## src/rtl/tlb_array.sv

```systemverilog
// tlb_array: fully associative MIPS32 joint TLB with two search ports, one write
// port (tlbwi) and one read port (tlbr).
//
// Ports:
//   clk, resetn                      clock, asynchronous active-low reset
//   s{0,1}_vpn2/odd_page/asid        search key (VA[31:13], VA[12], ASID)
//   s{0,1}_found/index/pfn/c/d/v     search result, lowest matching entry
//   we, w_index, w_*                 entry write (takes effect at posedge)
//   r_index, r_*                     stored contents of entry[r_index]
//
// Search and read outputs are combinational from the stored entries. A write is
// visible from the cycle after its posedge; there is no write-to-search bypass.
module tlb_array #(
    parameter int unsigned TLBNUM      = 16,
    parameter int unsigned TLBNUM_LOG2 = 4
) (
    input  logic                   clk,
    input  logic                   resetn,
    // search port 0 (instruction/data translation)
    input  logic [18:0]            s0_vpn2,
    input  logic                   s0_odd_page,
    input  logic [7:0]             s0_asid,
    output logic                   s0_found,
    output logic [TLBNUM_LOG2-1:0] s0_index,
    output logic [19:0]            s0_pfn,
    output logic [2:0]             s0_c,
    output logic                   s0_d,
    output logic                   s0_v,
    // search port 1 (tlbp)
    input  logic [18:0]            s1_vpn2,
    input  logic                   s1_odd_page,
    input  logic [7:0]             s1_asid,
    output logic                   s1_found,
    output logic [TLBNUM_LOG2-1:0] s1_index,
    output logic [19:0]            s1_pfn,
    output logic [2:0]             s1_c,
    output logic                   s1_d,
    output logic                   s1_v,
    // write port (tlbwi)
    input  logic                   we,
    input  logic [TLBNUM_LOG2-1:0] w_index,
    input  logic [18:0]            w_vpn2,
    input  logic [7:0]             w_asid,
    input  logic                   w_g,
    input  logic [19:0]            w_pfn0,
    input  logic [2:0]             w_c0,
    input  logic                   w_d0,
    input  logic                   w_v0,
    input  logic [19:0]            w_pfn1,
    input  logic [2:0]             w_c1,
    input  logic                   w_d1,
    input  logic                   w_v1,
    // read port (tlbr)
    input  logic [TLBNUM_LOG2-1:0] r_index,
    output logic [18:0]            r_vpn2,
    output logic [7:0]             r_asid,
    output logic                   r_g,
    output logic [19:0]            r_pfn0,
    output logic [2:0]             r_c0,
    output logic                   r_d0,
    output logic                   r_v0,
    output logic [19:0]            r_pfn1,
    output logic [2:0]             r_c1,
    output logic                   r_d1,
    output logic                   r_v1
);

    typedef struct packed {
        logic [18:0] vpn2;
        logic [7:0]  asid;
        logic        g;
        logic [19:0] pfn0;
        logic [2:0]  c0;
        logic        d0;
        logic        v0;
        logic [19:0] pfn1;
        logic [2:0]  c1;
        logic        d1;
        logic        v1;
    } tlb_entry_t;

    typedef struct packed {
        logic                   found;
        logic [TLBNUM_LOG2-1:0] index;
        logic [19:0]            pfn;
        logic [2:0]             c;
        logic                   d;
        logic                   v;
    } search_t;

    tlb_entry_t          entry_q [TLBNUM];
    logic [TLBNUM-1:0]   e_q;

    // Entry storage. Out-of-range indices only exist for non-power-of-2 TLBNUM.
    always_ff @(posedge clk or negedge resetn) begin
        if (!resetn) begin
            e_q <= '0;
            for (int i = 0; i < int'(TLBNUM); i++) begin
                entry_q[i] <= '0;
            end
        end else if (we && (32'(w_index) < TLBNUM)) begin
            e_q[w_index]     <= 1'b1;
            entry_q[w_index] <= '{vpn2: w_vpn2, asid: w_asid, g: w_g,
                                  pfn0: w_pfn0, c0: w_c0, d0: w_d0, v0: w_v0,
                                  pfn1: w_pfn1, c1: w_c1, d1: w_d1, v1: w_v1};
        end
    end

    // Both search ports share one loop body; index 0/1 selects the port.
    logic [18:0] s_vpn2 [2];
    logic [7:0]  s_asid [2];
    logic        s_odd  [2];
    search_t     s_res  [2];

    assign s_vpn2[0] = s0_vpn2;
    assign s_vpn2[1] = s1_vpn2;
    assign s_asid[0] = s0_asid;
    assign s_asid[1] = s1_asid;
    assign s_odd[0]  = s0_odd_page;
    assign s_odd[1]  = s1_odd_page;

    // Scanning from the top down lets the lowest matching index win.
    always_comb begin
        for (int k = 0; k < 2; k++) begin
            s_res[k] = '0;
            for (int i = int'(TLBNUM) - 1; i >= 0; i--) begin
                if (e_q[i] && (entry_q[i].vpn2 == s_vpn2[k]) &&
                    (entry_q[i].g || (entry_q[i].asid == s_asid[k]))) begin
                    s_res[k].found = 1'b1;
                    s_res[k].index = TLBNUM_LOG2'(i);
                    if (s_odd[k]) begin
                        s_res[k].pfn = entry_q[i].pfn1;
                        s_res[k].c   = entry_q[i].c1;
                        s_res[k].d   = entry_q[i].d1;
                        s_res[k].v   = entry_q[i].v1;
                    end else begin
                        s_res[k].pfn = entry_q[i].pfn0;
                        s_res[k].c   = entry_q[i].c0;
                        s_res[k].d   = entry_q[i].d0;
                        s_res[k].v   = entry_q[i].v0;
                    end
                end
            end
        end
    end

    assign s0_found = s_res[0].found;
    assign s0_index = s_res[0].index;
    assign s0_pfn   = s_res[0].pfn;
    assign s0_c     = s_res[0].c;
    assign s0_d     = s_res[0].d;
    assign s0_v     = s_res[0].v;
    assign s1_found = s_res[1].found;
    assign s1_index = s_res[1].index;
    assign s1_pfn   = s_res[1].pfn;
    assign s1_c     = s_res[1].c;
    assign s1_d     = s_res[1].d;
    assign s1_v     = s_res[1].v;

    tlb_entry_t r_entry;

    always_comb begin
        r_entry = '0;
        if (32'(r_index) < TLBNUM) begin
            r_entry = entry_q[r_index];
        end
    end

    assign r_vpn2 = r_entry.vpn2;
    assign r_asid = r_entry.asid;
    assign r_g    = r_entry.g;
    assign r_pfn0 = r_entry.pfn0;
    assign r_c0   = r_entry.c0;
    assign r_d0   = r_entry.d0;
    assign r_v0   = r_entry.v0;
    assign r_pfn1 = r_entry.pfn1;
    assign r_c1   = r_entry.c1;
    assign r_d1   = r_entry.d1;
    assign r_v1   = r_entry.v1;

endmodule

```

## config.mk

```make
export PLATFORM = sky130hd
export DESIGN_NAME = tlb_array
export DESIGN_NICKNAME = d
export VERILOG_FILES = /design/src/rtl/tlb_array.sv
export SDC_FILE = /design/constraint.sdc
export NUM_CORES = 2
export LEC_CHECK = 0
export BUFFER_PORTS_ARGS = -buffer_cell sky130_fd_sc_hd__buf_2
export CORE_UTILIZATION = 55
export CTS_CLUSTER_SIZE = 30
export DETAILED_ROUTE_END_ITERATION = 12
export PLACE_DENSITY_LB_ADDON = 0.25
export SYNTH_ARGS = -nofsm -noshare
export SYNTH_HDL_FRONTEND = slang
export SYNTH_SLANG_ARGS = --single-unit
export TNS_END_PERCENT = 20
```

## constraint.sdc

```tcl
create_clock -name clk -period 3.9 [get_ports clk]
set_input_delay 0.585 -clock clk [delete_from_list [all_inputs] [get_ports clk]]
set_output_delay 0.585 -clock clk [all_outputs]
set_load 0.02 [all_outputs]
```

Word level (Yosys, flattened, before mapping). Cells that the tools add are included.

Output and inout bits: 138. Word-level logic and storage cells: 419. Bits in registers: 1264.

Equal/unequal tests: 64. Bitwise operators: 3. Muxes and demuxes: 72. Reduce and logical (&&, ||, !) cells: 98. Order comparisons: 5.

Operators with widths (count): $bwmux W1248 (1); $mux W30 (32); $mux W25 (32); $eq A19 B19 Y1 (32); $bmux W78 S4 (1); $demux W78 S4 (1); $eq A8 B8 Y1 (32); $mux W78 (3); $logic_and A1 B1 Y1 (66); $logic_or A1 B1 Y1 (32); $or A16 B16 Y16 (1); $ge A5 B5 Y1 const B (2); $not A4 Y5 (2); $lt A4 B5 Y1 const B (1); $lt A5 B1 Y1 const B (1); $demux W1 S4 (1); $ge A4 B1 Y1 const B (1); $mux W1 (1).

Logic depth before layout (Yosys ltp).
Depth in word-level cells: 19. Mapped depth: 14.

Worst setup path after synthesis. Ideal clock, no wire load.

Path kind: input port to output port. From: in s0_vpn2[13]. To: out s0_pfn[3]. Arrival time: 3.212 ns. Path buffers: 3. Stages: 12. Required time: 3.315 ns. Setup slack: 0.103 ns. Cell sequence: buf_2 > buf_2 > xor2_1 > nor4_1 > nand3_1 > nor4_4 > nand3_1 > buf_2 > o221a_2 > o21ai_1 > a41oi_1 > o31ai_1.

Word-level cells in the longest chain between the ends: 19. Elaborated cells between the ends (all ways): 64.

Ends and longest elaborated chain: start: declaration (RTL line 20) `input logic [18:0] s0_vpn2,`; $eq A19 B19 Y1 (RTL line 127) `if (e_q[i] && (entry_q[i].vpn2 == s_vpn2[k]) &&`; $logic_and A1 B1 Y1 (2 in series) (RTL line 127); $mux W30 (15 in series) (RTL line 127); $mux W30 * (RTL line 127); end: declaration (RTL line 25) `output logic [19:0] s0_pfn,`.

Mark *: on every way between the ends. The rest lies on a longest branch, timed or not.

Final worst setup path.
From: reg entry_q[149] (netlist bit). To: out s0_v.

Word-level cells in the longest chain between the ends: 18.

Ends and longest elaborated chain: start: declaration (RTL line 91) `tlb_entry_t entry_q [TLBNUM];`; start signal: indexed assignment (RTL line 103) `entry_q[w_index] <= '{vpn2: w_vpn2, asid: w_asid, g: w_g,`; $eq A19 B19 Y1 (RTL line 127); $logic_and A1 B1 Y1 (2 in series) (RTL line 127); $mux W30 (15 in series) (RTL line 127); end: declaration (RTL line 28) `output logic s0_v,`.

Every way passes these cells.

==> report_table.html <==
<table>
<tr><th>Metric</th><th>Value</th></tr>
<tr><th colspan="2">Routing</th></tr>
<tr><td>Total number of vias</td><td>65,529</td></tr>
<tr><td>Total DRC errors in the routed layout</td><td>0</td></tr>
<tr><td>Routed wire length per instance</td><td>around 34 um</td></tr>
<tr><td>Violation count after the first detailed-routing iteration</td><td>approximately 8,000</td></tr>
<tr><td>Aggregate routed wire length</td><td>321 mm</td></tr>
<tr><td>Router iterations before antenna repair</td><td>8</td></tr>
<tr><td>Vias per inst</td><td>approximately 7.0</td></tr>
<tr><td>Post-detailed-route count of antenna-violating nets</td><td>0</td></tr>
<tr><th colspan="2">Global routing</th></tr>
<tr><td>Overall overflow remaining after global route</td><td>0</td></tr>
<tr><td>Number of antenna violations at the first check in global routing</td><td>38</td></tr>
<tr><td>Wire length of the first global-routing pass</td><td>464 mm</td></tr>
<tr><td>Total global routing track utilization</td><td>a little over two fifths</td></tr>
<tr><td>Vias in the first global route</td><td>roughly 67,000</td></tr>
<tr><td>Pin count of the biggest net entering global routing</td><td>133</td></tr>
<tr><th colspan="2">Timing</th></tr>
<tr><td>Slew @ Worst Pin</td><td>around 1100 ps</td></tr>
<tr><td>Worst rel slew slack</td><td>between 20% and 30%</td></tr>
<tr><td>Ratio of final minimum period to clock period</td><td>125%</td></tr>
<tr><td>Time the worst path needs with I/O delays and setup</td><td>4870 ps</td></tr>
<tr><td>Hold violation total from the final report</td><td>0</td></tr>
<tr><td>Setup-failing EPs final</td><td>60</td></tr>
<tr><td>Min setup slack post-route</td><td>-967 ps</td></tr>
<tr><td>Clk_skew</td><td>0 ps</td></tr>
<tr><td>Pins over their slew limit</td><td>0</td></tr>
<tr><td>RSZ-0062 raised after global routing</td><td>yes</td></tr>
<tr><td>Final-layout setup total negative slack</td><td>-49,500 ps</td></tr>
<tr><td>Max Freq</td><td>205 MHz</td></tr>
<tr><th colspan="2">Logic synthesis</th></tr>
<tr><td>Average size of a mapped cell</td><td>~13 sq um</td></tr>
<tr><td>EDFF count, synth</td><td>0</td></tr>
<tr><td>Synth area leaders</td><td>dfrtp_1, mux2_2, mux4_2, xor2_1, mux2i_1</td></tr>
<tr><td>Ys flop type</td><td>dfrtp_1</td></tr>
<tr><td>Post-synthesis compound-gate area fraction</td><td>6.10%</td></tr>
<tr><td>Async set-reset flop share out of synthesis</td><td>100%</td></tr>
<tr><td>Post-synthesis share of cell area spent on full adders, half adders and majority gates</td><td>0%</td></tr>
<tr><td>Synthesized-area fraction occupied by and/or/nand/nor cells</td><td>under 10%</td></tr>
<tr><td>Post-synth cell types</td><td>just over 60</td></tr>
<tr><td>Fraction of the yosys area taken by sequential cells</td><td>between 30% and 40%</td></tr>
<tr><td>Number of register bits inferred by synthesis</td><td>1,264</td></tr>
<tr><td>Mux share of post-synthesis cell area</td><td>roughly 38%</td></tr>
<tr><td>Xor-xnor portion of the synthesized cell area</td><td>9.27%</td></tr>
<tr><td>Share of Yosys cell area claimed by the top area cell type</td><td>38.8%</td></tr>
<tr><td>Synthesized Nets</td><td>roughly 6,600</td></tr>
<tr><td>Post-synthesis instance area</td><td>slightly above 80,000 sq um</td></tr>
<tr><td>Cells after synthesis</td><td>between 6,000 and 7,000</td></tr>
<tr><td>Largest area contributor in the netlist</td><td>dfrtp_1</td></tr>
<tr><td>Combinational family with the most area after synthesis</td><td>multiplexers</td></tr>
<tr><td>Count of warnings emitted by yosys</td><td>0</td></tr>
<tr><th colspan="2">Place</th></tr>
<tr><td>Hpwl dp</td><td>227 mm</td></tr>
<tr><td>Global placement routability congestion</td><td>around 1.0</td></tr>
<tr><td>Cell area after placement</td><td>92,200 sq um</td></tr>
<tr><td>Number of buffers added on ports</td><td>around 280</td></tr>
<tr><td>Worst slack at placement</td><td>-1230 ps</td></tr>
<tr><th colspan="2">Worst setup path</th></tr>
<tr><td>Top Family by Delay on Critical Path</td><td>simple AND/OR/NAND/NOR gates</td></tr>
<tr><td>Crit end category</td><td>output port</td></tr>
<tr><td>Cell at the slowest stage of the critical path</td><td>or4_4</td></tr>
<tr><td>Required time of the critical path</td><td>~3300 ps</td></tr>
<tr><td>Critical setup path kind</td><td>reg -&gt; out</td></tr>
<tr><td>Largest fanout of any net on the critical path</td><td>7</td></tr>
<tr><td>Largest stage delay on the critical path</td><td>between 600 and 700 ps</td></tr>
<tr><td>CP Launch Type</td><td>flop</td></tr>
<tr><td>Data arrival time of the critical path</td><td>4280 ps</td></tr>
<tr><td>Worst Path Buf+Inv</td><td>4</td></tr>
<tr><td>Cell Chain, Critical Path</td><td>xor2_1, nor4_2, nand3_1, or4_4, buf_12, buf_4, buf_16, o22ai_2, a21o_1, a32o_2, a41oi_2, o31ai_4, buf_6</td></tr>
<tr><th colspan="2">Die</th></tr>
<tr><td>Count of standard-cell rows</td><td>140</td></tr>
<tr><td>Core region area</td><td>146,000 sq um</td></tr>
<tr><td>Effective utilization at floorplan</td><td>55.7%</td></tr>
<tr><td>Ports</td><td>around 280</td></tr>
<tr><td>Die footprint</td><td>roughly 150,000 sq um</td></tr>
<tr><td>Floorplan die height</td><td>about 390 um</td></tr>
<tr><td>Horizontal extent of the die</td><td>387 um</td></tr>
<tr><th colspan="2">Finish</th></tr>
<tr><td>Fillers</td><td>10,714</td></tr>
<tr><td>Area of combinational cells with multiple inputs</td><td>48,800 sq um</td></tr>
<tr><td>Synthesis-to-layout area growth</td><td>21.9%</td></tr>
<tr><td>Storage element area</td><td>between 30,000 and 40,000 sq um</td></tr>
<tr><td>Share of final-layout standard cells stronger than drive strength 1</td><td>around 50%</td></tr>
<tr><td>Number of nets in the finished design</td><td>7,471</td></tr>
<tr><td>Post-Layout Inst Area</td><td>about 99,000 sq um</td></tr>
<tr><th colspan="2">Power</th></tr>
<tr><td>Leakage power of the design</td><td>43.2 nW</td></tr>
<tr><td>Overall power consumption</td><td>roughly 0.049 W</td></tr>
<tr><td>Maximum vdd ir drop</td><td>400 uV</td></tr>
<tr><td>Power density normalized to cell area</td><td>slightly below 500 nW/um^2</td></tr>
<tr><th colspan="2">Min path</th></tr>
<tr><td>Worst min-delay path category</td><td>in -&gt; reg</td></tr>
<tr><th colspan="2">Run status</th></tr>
<tr><td>Violated checks</td><td>setup timing</td></tr>
<tr><td>Outcome</td><td>finished, violations left</td></tr>
<tr><th colspan="2">CTS</th></tr>
<tr><td>Clock Path Buffers</td><td>3</td></tr>
<tr><td>Clock tree root driver cell</td><td>clkbuf_16</td></tr>
<tr><td>Clock tree from TritonCTS</td><td>yes</td></tr>
<tr><td>Number of clock sinks seen by CTS</td><td>1,264</td></tr>
<tr><td>Number of buffers inserted during clock tree synthesis</td><td>roughly 140</td></tr>
<tr><td>Clock insertion delay at the later pin of the skew report</td><td>790 ps</td></tr>
<tr><td>Clock slew at reported path FFs</td><td>60 ps</td></tr>
<tr><td>H-tree levels</td><td>4</td></tr>
<tr><th colspan="2">Run</th></tr>
<tr><td>Reported max-cap violation count</td><td>0</td></tr>
</table>
synth_stat cells (56+ instances only):
master    count
dfrtp_1    1264
nor4_1      167
xnor2_1     218
o221ai_1     75
buf_2        89
buf_1        75
mux2i_1     550
mux4_2      390
nor2b_1      59
a21oi_1     136
o21ai_0      78
nand4_1      64
nand2_1     139
xor2_1      646
clkbuf_1    387
mux2_2     1473
buf_4        56
sequential cells by signal, summed over array words and instances (netlist names):
| register | count |
|---|---|
| e_q | 16 |
| entry_q | 1248 |
path summary, 6_finish.rpt:
path / start / cells after the start / slack [ps] / end
worst max-delay path: entry_q[149] / 13 / -970 / s0_v
worst min-delay path: w_pfn0[8] / 2 / 260 / entry_q[428]
worst max register to register: entry_q[149] / 3 / 2810 / entry_q[149]
worst min register to register: e_q[4] / 1 / 510 / e_q[4]
max in group asynchronous: resetn / 3 / 2280 / entry_q[1177]
min in group asynchronous: resetn / 2 / 370 / entry_q[1075]
cell type report:
class | count | share of cell area (%)
multi-input combinational | 4590 | 49.0
sequential | 1264 | 31.8
timing repair buffer | 1317 | 11.9
clock buffer | 211 | 4.24
tap | 1917 | 2.41
clock inverter | 48 | 0.523
inverter | 10 | 0.0377
antenna | 14 | 0.0352
metal layers:
| metal | GRT usage (%) | share of wire [%] | routed length [um] | up-vias |
|---|---|---|---|---|
| li1 | - | - | - | 26204 |
| met5 | 0.191 | 0.093 | 299 | - |
| met4 | 24.2 | 6.8 | 21800 | 40 |
| met1 | 56.2 | 38 | 123000 | 33753 |
| met2 | 61.9 | 43 | 139000 | 4350 |
| met3 | 12.1 | 11 | 36600 | 1182 |
worst reg2reg max path, delay by kind of cell, from the launching register on:
kind,cells,cell delay [ps]
flops,1,430
mux,1,250
buf+inv,2,300
where the power goes:
part | switching [W] | total [W] | leakage [nW] | internal [W]
registers | 0.00348 | 0.0197 | 15.5 | 0.0162
clock network | 0.00601 | 0.0138 | 2.33 | 0.00777
logic | 0.00718 | 0.0152 | 25.4 | 0.00806
total | 0.0167 | 0.0487 | 43.2 | 0.0320
metrics by stage:
step                      hold slack [ps]  util [%]  cells
final                                 258      67.9   9371
after global routing                  263      67.9   9364
after CTS                             216      67.5   9351
after detailed placement              491      63.0   9074
after global placement                490      63.0   9074
after floorplan                       289         -   6501
cells in the final DEF, fill, tap and decap left out, types with 64 or more instances in the layout:
master | Yosys | final
xnor2_1 | 218 | 216
nand4_1 | 64 | 64
buf_4 | 56 | 852
nand2_1 | 139 | 136
buf_2 | 89 | 233
dfrtp_1 | 1264 | 1256
mux2_2 | 1473 | 1473
clkbuf_16 | 0 | 145
mux4_2 | 390 | 390
buf_12 | 0 | 171
mux2i_1 | 550 | 550
a21oi_1 | 136 | 100
xor2_1 | 646 | 644
nor4_1 | 167 | 119
repair_timing:
item,CTS,global route
cloned,5,1
hold buffers,1,0
gates resized for setup,335,118
setup endpoints to repair,60,60
pin swaps,117,47
setup buffers,21,5
hold endpoints to repair,62,0
kinds of logic (layout without fill, tap and decap cells):
| family | count (synthesis) | after routing |
|---|---|---|
| xor gates and xnor gates | 864 | 864 |
| other | 0 | 14 |
| buffers and inverters | 647 | 1586 |
| DFF | 1264 | 1264 |
| muxes | 2413 | 2413 |
| and+or+nand+nor | 637 | 637 |
| AOI/OAI and AO/OA | 676 | 676 |
Note: power is estimated with default switching activity, not from simulation.
